**config.mk**
```make
export PLATFORM = sky130hd
export DESIGN_NAME = if_fetch_unit
export DESIGN_NICKNAME = d
export VERILOG_FILES = /design/src/rtl/if_pkg.sv /design/src/rtl/if_perf_cnt.sv /design/src/rtl/if_fetch_unit.sv
export SDC_FILE = /design/constraint.sdc
export NUM_CORES = 1
export LEC_CHECK = 0
export BUFFER_PORTS_ARGS = -buffer_cell sky130_fd_sc_hd__buf_2
export CORE_MARGIN = 4
export CORE_UTILIZATION = 53
export DETAILED_ROUTE_END_ITERATION = 12
export GPL_ROUTABILITY_DRIVEN = 0
export PLACE_DENSITY_LB_ADDON = 0.08
export SYNTH_ARGS = -nofsm -noshare
export SYNTH_HDL_FRONTEND = slang
export SYNTH_SLANG_ARGS = --single-unit
export TNS_END_PERCENT = 1
```
**constraint.sdc**
```tcl
create_clock -name clk -period 2.6 [get_ports clk]
set_input_delay 0.13 -clock clk [delete_from_list [all_inputs] [get_ports clk]]
set_output_delay 0.13 -clock clk [all_outputs]
set_load 0.05 [all_outputs]
```
**src/rtl/if_pkg.sv**
```systemverilog
// Shared types and constants for the instruction-fetch stage.
// Optional performance counters are enabled by defining IF_PERF_CNT_EN.
package if_pkg;

  typedef enum logic [1:0] {
    S_IDLE = 2'd0,
    S_REQ  = 2'd1,
    S_HOLD = 2'd2,
    S_DROP = 2'd3
  } if_state_t;

  localparam logic [31:0] NOP_INSTR = 32'h0000_0000;
  localparam int          PC_INCR   = 4;

endpackage

```
**src/rtl/if_perf_cnt.sv**
```systemverilog
// Saturating counter pair: delivered instructions and memory-stall cycles.
// Counts are updated on each rising edge and clear on asynchronous reset.
module if_perf_cnt #(
  parameter int CNT_W = 32
) (
  input  logic             i_clk,
  input  logic             i_rst_n,
  input  logic             i_fetch,
  input  logic             i_stall,
  output logic [CNT_W-1:0] o_fetched,
  output logic [CNT_W-1:0] o_stall
);

  logic [CNT_W-1:0] r_fetched;
  logic [CNT_W-1:0] r_stall;

  always_ff @(posedge i_clk or negedge i_rst_n) begin
    if (!i_rst_n) begin
      r_fetched <= '0;
      r_stall   <= '0;
    end else begin
      if (i_fetch && (r_fetched != '1)) r_fetched <= r_fetched + 1'b1;
      if (i_stall && (r_stall != '1))   r_stall   <= r_stall + 1'b1;
    end
  end

  assign o_fetched = r_fetched;
  assign o_stall   = r_stall;

endmodule

```
**src/rtl/if_fetch_unit.sv**
```systemverilog
// Instruction-fetch stage: owns the PC, drives the imem request port, feeds IF/ID.
// Define IF_PERF_CNT_EN to add the perf_fetched / perf_stall counter outputs.
module if_fetch_unit
  import if_pkg::*;
#(
  parameter int                ADDR_W   = 32,
  parameter logic [ADDR_W-1:0] RESET_PC = '0,
  parameter int                CNT_W    = 32
) (
  input  logic              clk,
  input  logic              rst,
  input  logic              freeze,
  input  logic              branch_taken,
  input  logic [ADDR_W-1:0] branch_addr,
  output logic              imem_req,
  output logic [ADDR_W-1:0] imem_addr,
  input  logic              imem_ready,
  input  logic [31:0]       imem_rdata,
  output logic [ADDR_W-1:0] pc_out,
  output logic [31:0]       instruction,
  output logic              if_valid,
`ifdef IF_PERF_CNT_EN
  output logic [CNT_W-1:0]  perf_fetched,
  output logic [CNT_W-1:0]  perf_stall,
`endif
  output logic              fetch_stall
);

  if_state_t         r_state;
  logic [ADDR_W-1:0] r_pc;
  logic [ADDR_W-1:0] r_drop_addr;
  logic [ADDR_W-1:0] r_pc_out;
  logic [31:0]       r_instr;
  logic              r_valid;

  logic [ADDR_W-1:0] w_pc_inc;
  logic [ADDR_W-1:0] w_br_pc;
  logic              w_outstanding;
  logic              w_unused_br;

  assign w_pc_inc      = r_pc + ADDR_W'(PC_INCR);
  assign w_br_pc       = {branch_addr[ADDR_W-1:2], 2'b00};
  assign w_outstanding = (r_state == S_REQ) || (r_state == S_DROP);
  assign w_unused_br   = ^branch_addr[1:0];

  always_ff @(posedge clk or negedge rst) begin
    if (!rst) begin
      r_state     <= S_IDLE;
      r_pc        <= RESET_PC;
      r_drop_addr <= '0;
      r_pc_out    <= '0;
      r_instr     <= NOP_INSTR;
      r_valid     <= 1'b0;
    end else if (branch_taken) begin
      r_pc     <= w_br_pc;
      r_pc_out <= '0;
      r_instr  <= NOP_INSTR;
      r_valid  <= 1'b0;
      // An unanswered request must still be retired at its original address.
      if (w_outstanding && !imem_ready) begin
        r_state <= S_DROP;
        if (r_state == S_REQ) r_drop_addr <= r_pc;
      end else begin
        r_state <= S_REQ;
      end
    end else begin
      case (r_state)
        S_IDLE: r_state <= S_REQ;
        S_REQ: begin
          if (imem_ready) begin
            r_instr  <= imem_rdata;
            r_pc_out <= w_pc_inc;
            r_valid  <= 1'b1;
            if (freeze) r_state <= S_HOLD;
            else        r_pc    <= w_pc_inc;
          end else begin
            r_valid <= 1'b0;
            r_instr <= NOP_INSTR;
          end
        end
        S_HOLD: begin
          if (!freeze) begin
            r_pc    <= w_pc_inc;
            r_state <= S_REQ;
          end
        end
        S_DROP: if (imem_ready) r_state <= S_REQ;
        default: r_state <= S_IDLE;
      endcase
    end
  end

  assign imem_req    = w_outstanding;
  assign imem_addr   = (r_state == S_DROP) ? r_drop_addr : r_pc;
  assign fetch_stall = (r_state == S_REQ) && !imem_ready;
  assign pc_out      = r_pc_out;
  assign instruction = r_instr;
  assign if_valid    = r_valid;

`ifdef IF_PERF_CNT_EN
  logic w_deliver;
  assign w_deliver = (r_state == S_REQ) && imem_ready && !branch_taken;

  if_perf_cnt #(.CNT_W(CNT_W)) u_perf_cnt (
    .i_clk     (clk),
    .i_rst_n   (rst),
    .i_fetch   (w_deliver),
    .i_stall   (fetch_stall),
    .o_fetched (perf_fetched),
    .o_stall   (perf_stall)
  );
`endif

endmodule

```
==> results.txt, run 1 <==
The initial DRC count is 556. The count of standard-cell rows is 40. The power density relative to cell area came out at approximately 730 mW/mm^2. The simple-gate share of the synthesized area came out at 0.1682. The overall global routing resource usage came out at 0.2734. The worst-case clock skew is 0.005108 ns. Yosys mapped a number of flops with a built-in enable equal to 0.

By instance count, the leading cell after synthesis is sky130_fd_sc_hd__dfrtp_1. TritonCTS built the clock tree. Setup repair after global routing left no endpoint under its margin.

The critical path is of the register to register type. The final count of hold timing violations came out at 0. After detailed routing, no signal wire sits above met5.

The pin count of the biggest net entering global routing came out at 61. The clock period could shrink to between 2 and 2.5 ns. The number of buffers inserted by hold repair at cts came out at 57. Measured against the total synthesized area, the mux share comes to 0.1052. The switching part of the total is 0.3457. The total via count in the routed design came out at between 5000 and 6000. The remaining global-route overflow is 0. At the pin with the least slew margin, the transition time is slightly below 0.8 ns. The most common flop cell mapped by yosys is sky130_fd_sc_hd__dfrtp_1.

After clock tree synthesis, the repair step resized 0 gates. The HPWL after detailed placement came out at roughly 12000 um. Once detail routing completed, the nets flagged for antenna violations numbered 0. The proportion of register bits with asynchronous set or reset after synthesis came out at 1.000.

The maximum vdd drop came out at 423.7 uV. The slack of the worst reg-to-reg path is 0.33 ns. The net total in the final layout came out at just over 900. Dividing the detail-routed via count by the number of cells gives approximately 6. The biggest area contributor in the post-synthesis netlist is sky130_fd_sc_hd__dfrtp_1. Ranked by total cell area, the synthesized netlist is headed by sky130_fd_sc_hd__dfrtp_1, sky130_fd_sc_hd__mux2_2, sky130_fd_sc_hd__a22o_1. Wire segments on met2 add up to about 9000 um in the final route. The post-CTS setup buffer count came out at 0. The share of the synthesized area in compound gates (AO/OA/AOI/OAI) came to 0.1586.

The required arrival time at the worst endpoint came out at ~3 ns. The starting density of the core is 0.5424. The setup TNS after final layout is 0 ns. Of the cells placed in the final design, the portion with a size suffix greater than 1 is 0.3533. The synthesized area per cell came out at between 10 and 15 sq um. The vertical die dimension came out at between 100 and 150 um. For this design the static power due to leakage is just under 0.004 uW. The post-synthesis xor/xnor area fraction is 0.02823. The clock tree buffer depth came out at 2. The quantity of I/O buffers inserted on ports came out at between 150 and 200. The total CTS buffers is 17.

Of the synthesized area, sequential elements account for 0.4840. Measured along the x axis, the die boundary spans 118.9 um. The flip-flop and latch count after synthesis is about 130. The CTS H-tree depth is 4. The total standard cell area after synthesis is 0.006515 sq mm. The clock net sink count came out at approximately 130. STA classifies the critical path startpoint as a register.

The number of search-and-repair iterations in the first detailed-routing pass came out at 5. The total die area is ~0.014 sq mm. The Yosys warning count came out at 0.

The area added between synthesis and finish came out at 32.97%. The share of total power dissipated in combinational logic is 0.272. The number of placed instances, taps included, is slightly above 900. The placeable core region came out at between 0.01 and 0.015 sq mm. The post-synthesis share of cell area spent on full adders, half adders and majority gates came out at 0.001920. By count the netlist is led by sky130_fd_sc_hd__dfrtp_1, sky130_fd_sc_hd__mux2_2, sky130_fd_sc_hd__nand2_1, sky130_fd_sc_hd__clkbuf_1, sky130_fd_sc_hd__a22o_1. The share of total power dissipated in the clock network is 0.346. Data arrives at the worst endpoint at 2.61 ns. The worst hold-check path type is input pin to register. The final-report setup violation count is 0. The internal power summed over all cells came out at 4144 uW. The root cell of the clock tree is sky130_fd_sc_hd__clkbuf_16. The number of global-route vias before repair came out at between 5000 and 6000.

Summed over all nets, the switching power comes to 2189 uW. The total met3 wirelength after detailed routing is ~1500 um. The largest fanout on the critical path came out at 10. The clock transition at the register clock pins on the worst setup and hold paths after CTS came out at 0.06 ns. The maximum clock frequency is roughly 440 MHz. The share of synthesized area in the top cell type comes to 0.4840. The number of antenna violations at the first check in global routing is 2.

The number of distinct library cells after synthesis came out at 61. The count of final max-slew check failures came out at 0. The run finished with clean final reports. The wire length after detailed routing came out at about 19000 um. After detailed routing, the average wire length per cell comes to 18.88 um. The clock latency on the worst-skew pair came out at 0.42 ns.

The sum of routed wire segments on met1 is between 7000 and 8000 um. The finished layout holds 1000 standard cells, fillers aside. The global-route wire length before repair came out at 30910 um.

The number of top-level pins came out at roughly 170. After synthesis, the largest family of logic cells by area is simple AND/OR/NAND/NOR gates. Synthesis produced between 600 and 700 cells.

STA classifies the critical path endpoint as a register. Dividing the final minimum period by the clock period gives 0.8727. The share of total power in sequential cells is 0.382. The number of remaining DRC errors came out at 0. The tool flagged a number of max-cap violations equal to 0. The worst max-slew margin expressed relative to the limit is 0.4748.
layout make-up:
cell class,count,area [sq um]
inverters,13,48.80
diodes,1,2.502
flip-flops and latches,126,3153
repair buffers,258,1687
well taps,147,183.9
fillers,853,3348
clock inverters,13,97.59
clock buffers,19,452.9
multi-input cells,423,3038
critical path, stage by stage, from the launching register on:
cell and delay (ns):
sky130_fd_sc_hd__dfrtp_1 0.52, sky130_fd_sc_hd__ha_1 0.29, sky130_fd_sc_hd__nand3_1 0.11, sky130_fd_sc_hd__or3_1 0.58
sky130_fd_sc_hd__or4_1 0.52, sky130_fd_sc_hd__a31oi_1 0.17
cells in the final DEF (no fill, tap or decap), drive strengths merged, types with 11 or more instances in the layout:
cell type and instances:
clkbuf 19, mux2 60, nand4 22, buf 201, dfrtp 126, a22o 32
dlygate4sd3 57, nand2 56, or4 11, o21ai 25, o31ai 12, xnor2 20
o211ai 12, nand3 32, a31oi 13, nor2 27, inv 13
registers in the layout, summed over array words and instances (netlist names):
name / count
if_valid: 1
instruction: 32
pc_out: 31
r_drop_addr: 30
r_pc: 30
r_state: 2
layer usage:
metal	global-route usage	vias to the layer above
met5	0	-
met4	0.1238	2
met3	0.06933	38
met2	0.4199	297
met1	0.3669	2884
li1	-	2758
path summary, 6_finish.rpt:
| check | from | to | cells after the start |
|---|---|---|---|
| worst min register to register | pc_out[7] | pc_out[7] | 2 |
| min in group asynchronous | rst | instruction[24] | 2 |
| max in group asynchronous | rst | instruction[31] | 3 |
| worst min-delay path | branch_addr[14] | r_pc[14] | 3 |
| worst max register to register | r_pc[2] | r_pc[18] | 5 |
| worst max-delay path | r_pc[2] | r_pc[18] | 5 |
power by group through the flow:
stage	registers, uW	clock network [uW]	logic, uW
after floorplan	2630	0	1020
after global placement	2420	0	1630
after detailed placement	2450	0	1660
after CTS	2410	2220	1730
after global routing	2450	2330	1830
final	2420	2190	1720
metrics by stage:
| stage | area, sq um | total power [uW] | hold WS [ns] | setup slack (ns) | utilization |
|---|---|---|---|---|---|
| floorplan | 6519 | 3650 | -0.1656 | 0.5234 | - |
| global placement | 7540 | 4054 | 0.2452 | 0.3719 | 0.6277 |
| detailed placement | 7540 | 4104 | 0.2573 | 0.3212 | 0.6277 |
| CTS | 8661 | 6368 | 0.01560 | 0.3053 | 0.7210 |
| global route | 8663 | 6621 | 0.02216 | 0.1950 | 0.7213 |
| finish | 8663 | 6333 | 0.02985 | 0.3311 | 0.7213 |
cells by family (layout without fill, tap and decap cells):
family	count (synthesis)	after routing
buffers and inverters	81	303
muxes	61	61
adders and majority gates	1	1
AOI/OAI and AO/OA	138	138
xor gates and xnor gates	21	21
DFF	126	126
other	1	3
and+or+nand+nor	200	200
No activity file was read; power rests on OpenSTA's default activity.
==> run 2: changes to the inputs <==
Settings changed: ABC_AREA set to 1.
==> results.txt, run 2 <==
The flip-flop and latch count after synthesis is roughly 130. The number of flops mapped to enable cells by yosys came out at 0. For this run, the share of the core covered by cells in the final layout is 0.7197. The number of remaining DRC errors is 0.

The critical path's slowest cell is sky130_fd_sc_hd__dfrtp_1. The global-route wire length before repair is roughly 29000 um. The placeable core region is around 0.011 sq mm. The number of buffer and inverter instances along the worst setup path is 2.

The share of Yosys cell area claimed by the top area cell type came out at 0.5157. TritonCTS built the clock tree. The overall global routing resource usage came out at 0.2808. In this run the most critical hold path is launched from branch_addr[7]. The Yosys step of the flow raised 0 warnings. The part of the cycle the worst path needs is 0.8748. The CTS H-tree depth is 4.

For the worst setup path, the data arrival time is roughly 2.1 ns. Dividing the detail-routed wire length by the instance count gives about 17 um. After clock tree synthesis, the repair step resized 0 gates.

The cell sitting at the root of the clock tree is a sky130_fd_sc_hd__clkbuf_16. The worst-case clock skew is 0.01062 ns. The path with the worst hold slack has its endpoint at r_pc[7]. The quantity of I/O buffers inserted on ports came out at around 160. The final count of hold timing violations was 0.

VDD sags by at most a little under 900 uV. Derived from the worst setup path, the maximum achievable clock frequency is 439.7 MHz. The category of cells accounting for the largest share of critical-path delay is buffers and inverters. The remaining antenna violation count after routing is 0. The static leakage is between 0.003 and 0.004 uW. The average vias per placed instance is 5.498. The die extent in x came out at 115.4 um. The max-cap violation count came out at 0. In this run the count of I/O pins placed on the die edge is 168. The number of antenna diodes in the final layout is 0.

Setup violations remaining at the end of the flow were counted as 0. The clock latency on the worst-skew pair came out at ~0.43 ns. The worst hold slack after final layout is ~0.022 ns. The remaining global-route overflow came out at 0. The synthesized area per cell is about 8.6 sq um. After legalization and detailed placement, the total HPWL measured 11910 um. The number of standard cells after synthesis came out at between 700 and 800. Tracing the worst setup path back leads to its startpoint at r_state[1].

After the first detailed-routing iteration, the DRC count stood at approximately 470. The pin count of the biggest net entering global routing came out at 62. The critical path goes through nand2_2, buf_4, nor2_1, a21oi_1, buf_2. The most common flop cell mapped by yosys is sky130_fd_sc_hd__dfrtp_1. The switching part of the total came out at 0.4698. The proportion of register bits with asynchronous set or reset after synthesis is 1.000. The clock transition at the register clock pins on the worst setup and hold paths after CTS came out at around 0.060 ns. The number of cells on the worst reg-to-reg path came out at 9. The worst max-slew margin expressed relative to the limit is 0.6061. The cell area after placement is approximately 0.007 sq mm. For this configuration, the core starts out at a cell density of 0.5520. The number of global-route vias before repair is 5813.

Ranked by total cell area, the synthesized netlist is headed by sky130_fd_sc_hd__dfrtp_1, sky130_fd_sc_hd__nand2_1, sky130_fd_sc_hd__a21oi_1. In this run the critical register-to-register path is launched from r_pc[2]. The transition time of the tightest slew-check pin is a little under 0.6 ns. The internal power summed over all cells came out at 4921 uW. The clock passes through at most 2 buffers.

The share of layout cells above drive strength 1 is 0.2726. The clock net sink count is 126. In the layout the commonest cells are sky130_fd_sc_hd__buf_2, sky130_fd_sc_hd__nand2_1, sky130_fd_sc_hd__dfrtp_1. For this run, the slowest stage of the critical path takes 0.43 ns. The most common cell in the synthesized netlist is sky130_fd_sc_hd__nand2_1.

In this run the cell area of the synthesized design comes to 0.006115 sq mm. The nature of the critical path startpoint is a register. The net total in the final layout came out at 974. The required arrival time at the worst endpoint came out at 2.47 ns.

The combinational power share is 0.432. For this run, the detailed router's first-pass iteration total came to 5. The setup TNS after final layout came out at 0 ns.

Clock tree synthesis inserted a total of 17 buffers. Counting I/O delays and the setup requirement, the final critical path takes roughly 2.3 ns. The number of stages on the worst hold path came out at 3. Wires add up to between 15000 and 20000 um. The die covers between 0.01 and 0.015 sq mm.

For this design the ratio of total power to cell area is ~1200 mW/mm^2. Of the total power, the clock network draws 0.250. The element type at the critical path end is an output pin. The largest fanout on the critical path came out at 24. The floorplan step set the die height to 115.4 um. The count of final max-slew check failures came out at 0. The worst setup path is of the register to output pin kind.

Sorting the synthesized cells by how often they occur yields sky130_fd_sc_hd__nand2_1, sky130_fd_sc_hd__dfrtp_1, sky130_fd_sc_hd__nor2_1, sky130_fd_sc_hd__a21oi_1, sky130_fd_sc_hd__o21ai_0. The number of distinct library cells after synthesis came out at 30. The tightest min-delay check is of the input pin to register type. The design area came out at approximately 0.008 sq mm. The flow ran to the end, and the final reports show no timing, DRC or antenna violations. The post-layout total power came out at between 9000 and 10000 uW. The count of standard-cell rows came out at 38. The net switching power of the design is ~4400 uW.

The register with the most flip-flops in the layout has 32 of them. The proportion of synthesized chip area in sequential cells is 0.5157. The routed layout has slightly below 6000 vias. The endpoint identified for the worst register-to-register timing path is pc_out[24]. Setup repair after global routing left no endpoint under its margin.

The number of antenna violations at the first check in global routing is 1. The area added between synthesis and finish is 30.39%. The worst register-to-register path has a setup slack of around 0.86 ns. The synthesized design spends more area on one cell type than any other, namely sky130_fd_sc_hd__dfrtp_1. The number of gates on the worst path with buffers counted came out at 5.

Leaving out fill and tap cells, the most frequent cell in the layout is sky130_fd_sc_hd__buf_2. The share of total power in sequential cells is 0.317.
## run 2: kinds of logic after synthesis
family	synth area share
fa+ha+maj	0.002046
buf+inv	0.06569
simple gates	0.2077
other cells	0.0006133
xor+xnor	0.002865
flops	0.5157
compound gates	0.2054
## run 2: timing repair
item                                    in CTS  in global routing
hold buffers                                40                  0
buffers inserted                             0                  0
endpoints found under the setup margin       0                  0
hold endpoints to repair                   133                  0
## run 2: worst max path at each step
stage                         end  slack [ns]
finish              imem_addr[14]        0.33
global route        imem_addr[25]        0.20
CTS                 imem_addr[14]        0.32
detailed placement  imem_addr[10]        0.83
global placement    imem_addr[10]        0.83
floorplan           imem_addr[10]        0.81
## run 2: tightest hold or removal path, stage by stage
cell,delay [ns]
sky130_fd_sc_hd__buf_2,0.08
sky130_fd_sc_hd__a21oi_1,0.06
sky130_fd_sc_hd__a22oi_1,0.13
## run 2: area by class of cell
type	count	area, sq um
clock buffers	19	432.9
clock inverters	13	142.6
fillers	868	3105
inverters	47	176.4
multi-input cells	497	2571
flip-flops and latches	126	3153
well taps	140	175.2
repair buffers	215	1321
## run 2: power by group through the flow
stage | Clock, uW | Combinational, uW | Sequential (uW)
floorplan | 0 | 2450 | 3490
global placement | 0 | 3890 | 2920
detailed placement | 0 | 3960 | 2960
CTS | 2350 | 4030 | 2940
global route | 2430 | 4340 | 3020
finish | 2320 | 4010 | 2940
## run 2: metrics by stage
step                instances  setup slack, ns
detailed placement        985           0.8286
floorplan                 715           0.8109
CTS                      1057           0.3233
global placement          985           0.8331
finish                   1057           0.3255
global route             1057           0.1957
## run 2: per-layer routing
layer | vias to the layer above | part of all wire | GRT usage | routed length (um)
met4 | 2 | 0.015 | 0.1025 | 261
met3 | 25 | 0.088 | 0.09765 | 1559
met2 | 241 | 0.49 | 0.4633 | 8672
met5 | - | 0.00068 | 0 | 12
li1 | 2788 | - | - | -
met1 | 2755 | 0.40 | 0.3433 | 7136
==> run 3: changes to the inputs <==
Settings changed: RECOVER_POWER set to 25.
==> results.txt, run 3 (synthesis gave the netlist of run 2 again) <==
The flow ran to the end, and the final reports show no timing, DRC or antenna violations. The part of the cycle the worst path needs came out at 0.8728. The clock transition at the register clock pins on the worst setup and hold paths after CTS is roughly 0.060 ns. Gates resized during post-CTS repair numbered 0.

Setup repair after global routing left no endpoint under its margin. The HPWL after detailed placement is 11910 um. The multi-input logic area came out at approximately 0.0026 sq mm. The flip-flop count of the largest register after layout came out at 32. The top cell types in the final layout, fill and taps aside, are sky130_fd_sc_hd__buf_2, sky130_fd_sc_hd__nand2_1, sky130_fd_sc_hd__dfrtp_1. After clock tree synthesis, the setup repair step added 0 buffers. From synthesis to final layout, the design area changed by 30.28%. The number of antenna violations at the first check in global routing came out at 1. For this design the static power due to leakage is slightly below 0.004 uW. The total CTS buffers came out at 17. The final-report setup violation count is 0. The power density relative to cell area came out at around 1200 mW/mm^2. The worst pin sits at a relative slew slack of 0.1562. The worst path in the final design needs a cycle of 2.269 ns, including I/O delays and setup. STA classifies the critical path startpoint as a register.

The clock net sink count came out at about 130. Summing all flip-flop and latch instances after layout gives ~0.0032 sq mm. The die covers 0.01332 sq mm. For the pin with the worst max-slew slack, the measured transition is roughly 1.3 ns. The average vias per placed instance came out at roughly 5.5. During I/O placement, the number of pins put on the boundary was approximately 170. Global routing finished with a remaining overflow of 0. The number of search-and-repair iterations in the first detailed-routing pass came out at 7. Measured along the x axis, the die boundary spans 115.4 um. After filler insertion, the fill cell instance count of the layout stands at a little under 900. The most frequent standard cell in the layout excluding fill and tap cells is sky130_fd_sc_hd__buf_2. The pin count of the biggest net entering global routing came out at 62. The required arrival time at the worst endpoint came out at between 2 and 2.5 ns.

The worst path meets setup with between 0.3 and 0.4 ns of slack. The starting density of the core came out at 0.5520. The root buffer cell chosen for the clock tree is sky130_fd_sc_hd__clkbuf_16. The wire length after detailed routing is 17640 um. The final count of hold timing violations is 0. The remaining antenna violation count after routing is 0. The number of global-route vias before repair is slightly below 6000.

The total via count in the routed design is slightly below 6000. The first global-routing pass estimated a little under 30000 um of wire. TritonCTS built the clock tree.

For this run, the post-layout net count is around 970. In the final layout, the share of cells above drive strength 1 is 0.2715. 0 antenna diodes ended up in the layout.

The kind of critical path is register to output pin. The worst hold-check path type is input pin to register. The data arrival time at the worst-slack endpoint is ~2.1 ns. In this run the deepest clock path goes through 2 buffers. The overall global routing resource usage is 0.2808.

The clock tree synthesis step divided the H-tree into 4 levels. The count of standard-cell rows is 38. For this design, the CTS-stage hold fixing added 40 buffers. The maximum clock frequency is 440.7 MHz. The largest fanout on the critical path came out at 24. The pre-CTS setup slack is 0.8286 ns.

The number of remaining DRC errors is 0. The worst setup path is captured at an output pin. In the final routed layout, each cell accounts on average for roughly 17 um. The clock arrives with about 0.011 ns of skew. The setup TNS after final layout is 0 ns. Max-cap violations in this run came to 0. The quantity of I/O buffers inserted on ports is around 160. The clock latency on the worst-skew pair is 0.43 ns. The vertical die dimension came out at between 100 and 150 um.

The placeable core region is 0.01108 sq mm. The detailed router finished its first iteration with approximately 470 violations. The count of final max-slew check failures is 0. The maximum vdd drop came out at 869.0 uV.
-- run 3: cell types whose count changed in the layout (fill, tap and decap cells not counted) --
| cell | previous run | this run |
|---|---|---|
| sky130_fd_sc_hd__buf_4 | 12 | 10 |
| sky130_fd_sc_hd__clkbuf_1 | 2 | 3 |
| sky130_fd_sc_hd__clkbuf_2 | 0 | 1 |
-- run 3: critical path, stage by stage (launching register included) --
cell,delay (ns)
sky130_fd_sc_hd__dfrtp_1,0.43
sky130_fd_sc_hd__nand2_2,0.42
sky130_fd_sc_hd__buf_4,0.32
sky130_fd_sc_hd__nor2_1,0.08
sky130_fd_sc_hd__a21oi_1,0.16
sky130_fd_sc_hd__buf_2,0.29
-- run 3: cell type report --
class | count | share of cell area
clock inverters | 13 | 0.01790
flip-flops and latches | 126 | 0.3958
well taps | 140 | 0.02199
repair buffers | 215 | 0.1651
clock buffers | 19 | 0.05434
multi-input cells | 497 | 0.3228
inverters | 47 | 0.02215
-- run 3: power by group --
group	total [uW]	switching, uW	internal, uW
Combinational	4010	3030	986
Clock	2320	912	1410
Sequential	2940	421	2520
-- run 3: metrics by stage --
stage          utilization  area, sq um  hold WS (ns)  total power (uW)  std cells
3_5_place_dp        0.6316         6997       0.03563              6920        985
6_report            0.7191         7966       0.02197              9277       1057
5_1_grt             0.7191         7966       0.01762              9797       1057
2_1_floorplan            -         6118       -0.1656              5940        715
4_1_cts             0.7197         7973      0.001053              9312       1057
3_3_place_gp        0.6316         6997       0.03560              6816        985
-- run 3: path summary, 6_finish.rpt --
path / slack (ns) / start / cells after the start / end
worst max-delay path: 0.33 / r_state[1] / 5 / imem_addr[14]
worst min register to register: 0.47 / pc_out[12] / 2 / pc_out[12]
worst max register to register: 0.86 / r_pc[2] / 9 / pc_out[24]
max in group asynchronous: 0.78 / rst / 3 / r_drop_addr[28]
min in group asynchronous: 0.51 / rst / 2 / pc_out[5]
worst min-delay path: 0.02 / branch_addr[7] / 3 / r_pc[7]
-- run 3: per-layer routing --
layer | vias to the layer above | track usage | share of wire
met5 | - | 0 | 0.00068
met4 | 2 | 0.1025 | 0.015
met3 | 25 | 0.09765 | 0.089
met2 | 240 | 0.4633 | 0.49
met1 | 2758 | 0.3433 | 0.40
li1 | 2791 | - | -
